$ cat src/rtl/lsu_pkg.sv
// Shared types and helpers for the load/store initiator.
// Holds the access-size and FSM-state encodings and the alignment check.
package lsu_pkg;

  typedef enum logic [1:0] {
    SZ_BYTE = 2'b00,
    SZ_HALF = 2'b01,
    SZ_WORD = 2'b10,
    SZ_RSVD = 2'b11
  } size_e;

  typedef enum logic [2:0] {
    IDLE,
    LOAD,
    STORE,
    RMW_RD,
    RMW_WR
  } lsu_state_e;

  // True for any request that must be rejected: a misaligned half or word,
  // or the reserved size encoding.
  function automatic logic misaligned(input size_e size, input logic [1:0] a);
    case (size)
      SZ_BYTE: return 1'b0;
      SZ_HALF: return a[0];
      SZ_WORD: return (a != 2'b00);
      default: return 1'b1;
    endcase
  endfunction

endpackage

$ cat src/rtl/lsu_align.sv
// Lane logic between a memory word and the CPU-side data.
// Extracts and extends loads; merges sub-word store data into a read word.
module lsu_align
  import lsu_pkg::*;
(
  input  logic [31:0] rword,
  input  logic [31:0] wdata,
  input  size_e       size,
  input  logic [1:0]  lane,
  input  logic        uns,
  output logic [31:0] rdata,
  output logic [31:0] merged
);

  logic [7:0]  bsel;
  logic [15:0] hsel;

  always_comb begin
    case (lane)
      2'd0:    bsel = rword[7:0];
      2'd1:    bsel = rword[15:8];
      2'd2:    bsel = rword[23:16];
      default: bsel = rword[31:24];
    endcase
    hsel = lane[1] ? rword[31:16] : rword[15:0];

    case (size)
      SZ_BYTE: rdata = {{24{~uns & bsel[7]}}, bsel};
      SZ_HALF: rdata = {{16{~uns & hsel[15]}}, hsel};
      default: rdata = rword;
    endcase

    merged = rword;
    case (size)
      SZ_BYTE: begin
        case (lane)
          2'd0:    merged[7:0]   = wdata[7:0];
          2'd1:    merged[15:8]  = wdata[7:0];
          2'd2:    merged[23:16] = wdata[7:0];
          default: merged[31:24] = wdata[7:0];
        endcase
      end
      SZ_HALF: begin
        if (lane[1]) merged[31:16] = wdata[15:0];
        else         merged[15:0]  = wdata[15:0];
      end
      default: merged = wdata;
    endcase
  end

endmodule

$ cat src/rtl/lsu_mem_master.sv
// Load/store initiator: one byte/half/word access per request against a
// word-addressed memory with combinational read and synchronous write.
//
// state  | meaning
// IDLE   | ready for a request; rejected requests complete from here
// LOAD   | memory read, extracted data registered at the end of the cycle
// STORE  | full-word write
// RMW_RD | read containing word, merge sub-word store data
// RMW_WR | write merged word
module lsu_mem_master
  import lsu_pkg::*;
#(
  parameter int ADDR_W = 32
) (
  input  logic              iClk,
  input  logic              iResetN,
  input  logic              iReq,
  output logic              oReady,
  input  logic              iWe,
  input  logic [1:0]        iSize,
  input  logic              iUnsigned,
  input  logic [ADDR_W-1:0] iAddr,
  input  logic [31:0]       iWdata,
  output logic              oValid,
  output logic [31:0]       oRdata,
  output logic              oErr,
  output logic              oMemWe,
  output logic [ADDR_W-1:0] oMemAddr,
  output logic [31:0]       oMemWdata,
  input  logic [31:0]       iMemRdata
);

  lsu_state_e        state_q, state_d;
  logic              we_q, we_d;
  size_e             size_q, size_d;
  logic              uns_q, uns_d;
  logic [ADDR_W-1:0] addr_q, addr_d;
  logic [31:0]       wdata_q, wdata_d;
  logic              valid_q, valid_d;
  logic              err_q, err_d;
  logic [31:0]       rdata_q, rdata_d;
  logic              mem_we_q, mem_we_d;
  logic [ADDR_W-1:0] mem_addr_q, mem_addr_d;
  logic [31:0]       mem_wdata_q, mem_wdata_d;
  logic [31:0]       ld_data;
  logic [31:0]       merged;

  lsu_align u_align (
    .rword  (iMemRdata),
    .wdata  (wdata_q),
    .size   (size_q),
    .lane   (addr_q[1:0]),
    .uns    (uns_q),
    .rdata  (ld_data),
    .merged (merged)
  );

  // Derived from state so it reads 1 the moment reset clears the state.
  assign oReady = (state_q == IDLE);

  always_comb begin
    state_d     = state_q;
    we_d        = we_q;
    size_d      = size_q;
    uns_d       = uns_q;
    addr_d      = addr_q;
    wdata_d     = wdata_q;
    valid_d     = 1'b0;
    err_d       = 1'b0;
    rdata_d     = rdata_q;
    mem_we_d    = 1'b0;
    mem_addr_d  = mem_addr_q;
    mem_wdata_d = mem_wdata_q;
    case (state_q)
      IDLE: begin
        if (iReq) begin
          we_d    = iWe;
          size_d  = size_e'(iSize);
          uns_d   = iUnsigned;
          addr_d  = iAddr;
          wdata_d = iWdata;
          if (misaligned(size_e'(iSize), iAddr[1:0])) begin
            valid_d = 1'b1;
            err_d   = 1'b1;
            rdata_d = '0;
          end else begin
            mem_addr_d = {iAddr[ADDR_W-1:2], 2'b00};
            if (!iWe) begin
              state_d = LOAD;
            end else if (size_e'(iSize) == SZ_WORD) begin
              state_d     = STORE;
              mem_we_d    = 1'b1;
              mem_wdata_d = iWdata;
            end else begin
              state_d = RMW_RD;
            end
          end
        end
      end
      LOAD: begin
        rdata_d    = ld_data;
        valid_d    = 1'b1;
        mem_addr_d = '0;
        state_d    = IDLE;
      end
      RMW_RD: begin
        mem_we_d    = 1'b1;
        mem_wdata_d = merged;
        state_d     = RMW_WR;
      end
      STORE, RMW_WR: begin
        rdata_d    = '0;
        valid_d    = 1'b1;
        mem_addr_d = '0;
        state_d    = IDLE;
      end
      default: begin
        mem_addr_d = '0;
        state_d    = IDLE;
      end
    endcase
  end

  always_ff @(posedge iClk or negedge iResetN) begin
    if (!iResetN) begin
      state_q     <= IDLE;
      we_q        <= 1'b0;
      size_q      <= SZ_BYTE;
      uns_q       <= 1'b0;
      addr_q      <= '0;
      wdata_q     <= '0;
      valid_q     <= 1'b0;
      err_q       <= 1'b0;
      rdata_q     <= '0;
      mem_we_q    <= 1'b0;
      mem_addr_q  <= '0;
      mem_wdata_q <= '0;
    end else begin
      state_q     <= state_d;
      we_q        <= we_d;
      size_q      <= size_d;
      uns_q       <= uns_d;
      addr_q      <= addr_d;
      wdata_q     <= wdata_d;
      valid_q     <= valid_d;
      err_q       <= err_d;
      rdata_q     <= rdata_d;
      mem_we_q    <= mem_we_d;
      mem_addr_q  <= mem_addr_d;
      mem_wdata_q <= mem_wdata_d;
    end
  end

  assign oValid    = valid_q;
  assign oErr      = err_q;
  assign oRdata    = rdata_q;
  assign oMemWe    = mem_we_q;
  assign oMemAddr  = mem_addr_q;
  assign oMemWdata = mem_wdata_q;

endmodule
$ cat config.mk
export PLATFORM = sky130hd
export DESIGN_NAME = lsu_mem_master
export DESIGN_NICKNAME = d
export VERILOG_FILES = /design/src/rtl/lsu_pkg.sv /design/src/rtl/lsu_align.sv /design/src/rtl/lsu_mem_master.sv
export SDC_FILE = /design/constraint.sdc
export NUM_CORES = 1
export LEC_CHECK = 0
export BUFFER_PORTS_ARGS = -buffer_cell sky130_fd_sc_hd__buf_2
export CAP_MARGIN = 20
export CORE_MARGIN = 1
export CORE_UTILIZATION = 52
export DETAILED_ROUTE_END_ITERATION = 16
export PLACE_DENSITY = 0.81
export SETUP_SLACK_MARGIN = 0.4
export SLEW_MARGIN = 20
export SYNTH_ARGS = -nofsm -noshare
export SYNTH_HDL_FRONTEND = slang
export SYNTH_SLANG_ARGS = --single-unit
$ cat constraint.sdc
create_clock -name iClk -period 2.3 [get_ports iClk]
set_input_delay 0.46 -clock iClk [delete_from_list [all_inputs] [get_ports iClk]]
set_output_delay 0.46 -clock iClk [all_outputs]
set_load 0.05 [all_outputs]
==> impl_metrics.json, run 1 <==
{
  "die_y_um": 115,
  "drt_iter0_markers": 538,
  "coreArea_um2": 12600,
  "synth_compound_area_frac": 0.239,
  "cp_max_fo": 33,
  "met1_length_um": 8920,
  "dr_wl_met2_um": 10200,
  "first_pass_iters": 5,
  "synth.largest_area_cell": "dfrtp_1",
  "synthMuxAreaShare": 0.0658,
  "synth_ff_type": "dfrtp_1",
  "die_area_um2": 13300,
  "end_kind": "flop",
  "wl_per_cell_um": 20.5,
  "ys_types": 51,
  "clk_latency_ps": 430,
  "antenna_left": 0,
  "synthAdderAreaFrac": 0.00149,
  "skew_ps": 8.52,
  "max-slew-margin-rel": 0.639,
  "clock-root-buffer": "clkbuf_16",
  "num_vias": 6336,
  "rows": 41,
  "p_clk_frac": 0.313,
  "synth-seq-cells": 137,
  "synth-xor-area-share": 0,
  "area_growth_pct": 30.4,
  "tns_ps": 0,
  "grt_pass1_wl_um": 32800,
  "fin_util": 0.695,
  "grt_max_degree": 54,
  "ys_warn_count": 0,
  "switching_share": 0.400,
  "reg2reg_slack_ps": 380,
  "synth_area_leaders": "dfrtp_1, nand2_1, a22o_1",
  "critPathTopFamily": "compound AO/OA/AOI/OAI gates",
  "crit_buf_inv": 1,
  "wl_met3_um": 1670,
  "die-width_um": 115,
  "viasPerCell": 6.09,
  "yosysSeqAreaShare": 0.512,
  "hold_slack_ps": 241,
  "cts_tree": "done",
  "grt_usage": 0.330,
  "hold_path.class": "in -> reg",
  "netlist.area_leader.share": 0.512,
  "synthTopCellsByCount": "nand2_1, dfrtp_1, a22o_1",
  "arrival_ps": 2220,
  "p_per_area_nw_per_um2": 1110,
  "cts-buffers-inserted": 17,
  "whs_path_depth": 3,
  "grt_pass1_vias": 6025,
  "start_util": 0.533,
  "worstHoldStart": "iWdata[11]",
  "io_pins": 203,
  "finalPower_w": 0.00966,
  "cts_sinks": 137,
  "antenna_found_initial": 0,
  "status": "finished, final reports clean",
  "final_nets": 959,
  "avgSynthCellArea_um2": 10.3,
  "crit_path_cell_trace": "buf_4 > maj3_1 > a211o_4 > a221o_1",
  "highest_layer": "met4",
  "globalRouteOverflowTotal": 0,
  "fin_crit_sh": 0.834,
  "hold_viol": 0,
  "start_kind": "flop",
  "path_class": "reg -> reg",
  "power_leakage_nw": 4.54,
  "drive_gt1_frac": 0.349,
  "cpPeakStageDelay_ps": 440,
  "routed_wl_um": 21400,
  "min_period_ps": 1920,
  "synth_simple_gate_area_share": 0.136,
  "reg2regPathDepth": 4,
  "drc": 0,
  "rr_endpoint": "oRdata[22]$_DFFE_PN0P_",
  "path_clk_slew_ps": 60,
  "worst_slew_pin_slew_ps": 541,
  "vdd_drop_max_mv": 0.880,
  "synth_edf_count": 0,
  "cap_violations": 0,
  "rsz0062_at_grt": "true",
  "fmax_ghz": 0.521,
  "antenna_cells": 0,
  "yosysMostFrequentCell": "nand2_1",
  "slowest_stage": "a211o_4",
  "htree_levels": 4,
  "slew_viol_final": 0,
  "syn_inst": 648,
  "async_flop_share": 1.00,
  "p_sw_w": 0.00386,
  "p_int_w": 0.00579,
  "synth_top_family_by_area": "compound AO/OA/AOI/OAI gates",
  "place_hpwl_um": 15000,
  "r2r-start": "state_q[1]$_DFFE_PN0P_",
  "cts_buffer_depth": 2,
  "pwr-share-seq": 0.340,
  "pwr-share-comb": 0.347,
  "syn-cell-area_um2": 6700,
  "gp_congestion": 0.905,
  "setup_viol": 0,
  "min_to": "wdata_q[11]$_DFFE_PN0P_",
  "port_buffers": 200,
  "cp_data_required_time_ps": 2600
}
-- sequential cells by signal (all words and copies together), names as in the netlist, 2 cells and up --
signal	flops
state_q	3
addr_q	2
wdata_q	32
oMemAddr	30
size_q	2
oMemWdata	32
oRdata	32
-- worst max path at each step --
| stage | slack (ps) | depth (start not counted) | from | endpoint |
|---|---|---|---|---|
| after floorplan | 550 | 6 | state_q[1]$_DFFE_PN0P_ | state_q[0]$_DFFE_PN0P_ |
| after global placement | 230 | 3 | state_q[1]$_DFFE_PN0P_ | oMemAddr[13]$_DFFE_PN0P_ |
| after detailed placement | 100 | 3 | state_q[1]$_DFFE_PN0P_ | oMemAddr[25]$_DFFE_PN0P_ |
| after CTS | 340 | 4 | state_q[0]$_DFFE_PN0P_ | oMemAddr[25]$_DFFE_PN0P_ |
| after global routing | 320 | 4 | state_q[1]$_DFFE_PN0P_ | oRdata[29]$_DFFE_PN0P_ |
| final | 380 | 4 | state_q[1]$_DFFE_PN0P_ | oRdata[22]$_DFFE_PN0P_ |
-- placed cells by master, fill, tap and decap left out, types with 5 or more instances in the layout --
cell type | Yosys | final
o2bb2ai_1 | 20 | 20
mux2i_1 | 35 | 35
or3_1 | 8 | 7
dfrtp_2 | 0 | 5
a21oi_1 | 20 | 20
mux2_2 | 6 | 6
o221ai_1 | 8 | 8
nand2_1 | 140 | 140
buf_4 | 5 | 37
bufinv_16 | 0 | 5
a221oi_1 | 17 | 17
o21ai_0 | 14 | 14
dfrtp_1 | 137 | 132
o211a_1 | 11 | 11
inv_1 | 7 | 7
a221o_1 | 16 | 16
nor2b_1 | 9 | 8
clkbuf_16 | 0 | 17
nand3_1 | 20 | 20
nor2_1 | 6 | 5
buf_2 | 20 | 199
a22o_1 | 43 | 43
o22ai_1 | 11 | 11
o211ai_1 | 17 | 17
-- stage by stage --
step	instance area [um2]	setup slack [ps]	std cells
2_1_floorplan	6700	553	649
3_3_place_gp	7900	234	995
3_5_place_dp	7900	98.0	995
4_1_cts	8630	336	1032
5_1_grt	8730	322	1041
6_report	8730	381	1041
-- per-layer routing --
layer	vias to the layer above	track usage
li1	2823	-
met1	3125	0.447
met2	338	0.514
met3	50	0.0800
met4	0	0.128
met5	-	0
-- power by group through the flow --
stage                     Combinational, W  Clock [W]  Sequential, W
final                              0.00335    0.00302        0.00328
after global routing               0.00354    0.00316        0.00334
after CTS                          0.00332    0.00304        0.00327
after detailed placement           0.00328          0        0.00330
after global placement             0.00323          0        0.00329
after floorplan                    0.00103          0        0.00458
-- kinds of logic (layout without fill, tap and decap cells) --
| kind of cell | Yosys count | after routing |
|---|---|---|
| compound gates | 200 | 201 |
| fa+ha+maj | 1 | 1 |
| buf+inv | 65 | 284 |
| flops | 137 | 137 |
| mux | 42 | 42 |
| other cells | 1 | 2 |
| simple gates | 202 | 202 |
-- worst reg2reg max path: cells and delay by family, from the launching register on --
family / cells / cell delay, ps
buffers and inverters: 1 / 150
flip-flops: 1 / 400
AO/OA/AOI/OAI: 2 / 870
adder cells (fa/ha/maj): 1 / 370
-- what timing repair did --
item / 4_1_cts / 5_1_grt
setup buffers: 4 / 7
pin swaps: 1 / 5
endpoints found under the hold margin: 37 / 0
cloned: 0 / 2
resized for setup: 10 / 12
hold buffers: 1 / 0
setup endpoints to repair: 43 / 94
-- cell type report --
| class | count | area, um2 |
|---|---|---|
| clock buffer | 17 | 425 |
| tap | 172 | 215 |
| sequential | 137 | 3430 |
| timing repair buffer | 243 | 1380 |
| fill | 962 | 3830 |
| multi-input combinational | 448 | 3020 |
| inverter | 9 | 38.8 |
| clock inverter | 15 | 224 |
Note: power is estimated with default switching activity, not from simulation.
==> run 2, diff against run 1 <==
- CORE_UTILIZATION: 52 -> 47
- PLACE_DENSITY: 0.81 -> 0.77
- clock period: 2.3 -> 1.6 ns (I/O delays scaled with it)
==> run 2 against run 1 <==
The flow now finishes with violations (negative setup slack); clock power increased by 52%; global-route usage increased by 5.7 points; wire length increased by 54%; via count increased by 27%; worst hold slack got worse by 150 ps; combinational power increased by 120%; clock-buffer cell count increased by 1; flip-flop and latch count unchanged; critical endpoint is now oMemWdata[17]$_DFFE_PN0P_; largest cell class is now buffers.
==> impl_metrics.json, run 2 (synthesized netlist as in run 1, its figures left out) <==
{
  "status": "complete, but fails checks",
  "failed_checks": "negative setup slack",
  "p_int_w": 0.0101,
  "drive_gt1_frac": 0.508,
  "gp_congestion": 0.934,
  "instances_no_fill": 1192,
  "start_util": 0.482,
  "rsz0062_at_grt": "true",
  "fmax_ghz": 0.503,
  "cts_tree": "done",
  "die-width_um": 121,
  "hold_path.class": "in -> reg",
  "grt_max_degree": 52,
  "port_buffers": 200,
  "cts_buffer_depth": 2,
  "arrival_ps": 2310,
  "pwr-share-seq": 0.294,
  "vdd_drop_max_mv": 0.997,
  "min_period_ps": 1990,
  "fillers": 617,
  "max-slew-margin-rel": 0.633,
  "htree_levels": 4,
  "drc": 0,
  "start_kind": "flop",
  "cts_sinks": 137,
  "setup.worst_path.start": "state_q[2]$_DFFE_PN0P_",
  "grt_pass1_wl_um": 42000,
  "fin_crit_sh": 1.24,
  "p_per_area_nw_per_um2": 1460,
  "viasPerCell": 6.74,
  "dp_slack_ps": -124,
  "drt_iter0_markers": 1170,
  "io_pins": 203,
  "layout_commonest_cell": "dfrtp_1",
  "place_hpwl_um": 15000,
  "grt_usage": 0.388,
  "path_class": "reg -> reg",
  "final_cell_mix": "dfrtp_1, nand2_1, buf_4, buf_6, buf_2",
  "area_growth_pct": 71.9,
  "clk_latency_ps": 460,
  "routed_wl_um": 33000,
  "cap_violations": 0,
  "r2r-start": "state_q[2]$_DFFE_PN0P_",
  "grt_util_met3": 0.0930,
  "placed_cells": 1041,
  "final_nets": 1101,
  "die_area_um2": 14700,
  "num_vias": 8038,
  "grt_pass1_vias": 7512,
  "rr_endpoint": "oMemWdata[17]$_DFFE_PN0P_",
  "antenna_found_initial": 1,
  "die_y_um": 121,
  "use_met1": 0.471,
  "met2_usage": 0.618,
  "tns_ps": -20150,
  "cts-buffers-inserted": 17,
  "finalWorstSetupSlack_ps": -388,
  "worst_slew_pin_slew_ps": 548,
  "busiest_layer": "met2",
  "pwr-share-comb": 0.434,
  "reg2regPathDepth": 7,
  "wl_per_cell_um": 27.6,
  "skew_ps": 28.6,
  "fin_util": 0.829,
  "cp_max_fo": 5,
  "p_clk_frac": 0.273,
  "hold_viol": 0,
  "antenna_left": 0,
  "coreArea_um2": 13900,
  "crit_end": "oMemWdata[17]$_DFFE_PN0P_",
  "path_clk_slew_ps": 90,
  "setup_viol": 130,
  "power_leakage_nw": 5.77,
  "globalRouteOverflowTotal": 0,
  "reg2reg_slack_ps": -390,
  "p_sw_w": 0.00671,
  "first_pass_iters": 7,
  "rows": 43,
  "switching_share": 0.400,
  "end_kind": "flop",
  "clock-root-buffer": "clkbuf_16",
  "cp_data_required_time_ps": 1920,
  "slew_viol_final": 0
}
run 2: cell count changes in the layout (fill, tap and decap cells not counted), moves of 11 or more:
cell / delta
buf_16: +12
nand3_1: -19
a221oi_1: -14
buf_2: -98
o2bb2ai_2: +13
buf_12: +20
buf_4: +91
nand3_2: +18
a221oi_2: +11
o2bb2ai_1: -15
buf_6: +110
run 2: worst max-delay path, stage by stage (launching register included):
cell and delay (ps):
dfrtp_2 410, buf_4 160, nand3b_1 200, buf_6 180
buf_12 150, a221oi_4 180, o211ai_1 280, a22o_1 280
run 2: cell type report:
| cell class | instances | area, um2 | area share |
|---|---|---|---|
| multi-input combinational | 452 | 3530 | 0.307 |
| inverter | 9 | 48.8 | 0.00424 |
| tap | 180 | 225 | 0.0196 |
| clock inverter | 14 | 221 | 0.0192 |
| sequential | 137 | 3430 | 0.298 |
| clock buffer | 18 | 439 | 0.0381 |
| timing repair buffer | 381 | 3610 | 0.314 |
| antenna | 1 | 2.50 | 0.000217 |
run 2: how the worst min path moves through the flow:
stage	start	endpoint	cells past startpoint
2_1_floorplan	iResetN	addr_q[0]$_DFFE_PN0P_	0
3_3_place_gp	iResetN	oMemAddr[19]$_DFFE_PN0P_	1
3_5_place_dp	iResetN	oMemAddr[17]$_DFFE_PN0P_	1
4_1_cts	iUnsigned	uns_q$_DFFE_PN0P_	3
5_1_grt	iWdata[23]	wdata_q[23]$_DFFE_PN0P_	3
6_report	iWdata[23]	wdata_q[23]$_DFFE_PN0P_	3
run 2: metrics by stage:
stage | total power (W) | area [um2] | hold WS (ps)
after detailed placement | 0.00975 | 8570 | 125
final | 0.0168 | 11500 | 93.9
after floorplan | 0.00823 | 7010 | 24.4
after global routing | 0.0171 | 11500 | 97.1
after CTS | 0.0155 | 10800 | 89.9
after global placement | 0.00968 | 8570 | 126
run 2: power groups by stage:
stage	Combinational, W	Clock (W)	Sequential [W]
floorplan	0.00160	0	0.00662
global placement	0.00497	0	0.00471
detailed placement	0.00502	0	0.00473
CTS	0.00632	0.00442	0.00479
global route	0.00748	0.00470	0.00496
finish	0.00728	0.00458	0.00493
run 2: metal layers:
metal	wire length, um	vias to the layer above
met5	0	-
met4	2820	0
met3	3730	294
li1	-	3122
met2	15400	783
met1	11000	3839
run 2: repair_timing:
item	CTS	global route
gates resized for setup	226	106
cloned	19	1
endpoints found under the hold margin	100	0
hold buffers	1	0
endpoints found under the setup margin	235	235
setup buffers	49	48
pin swaps	45	21
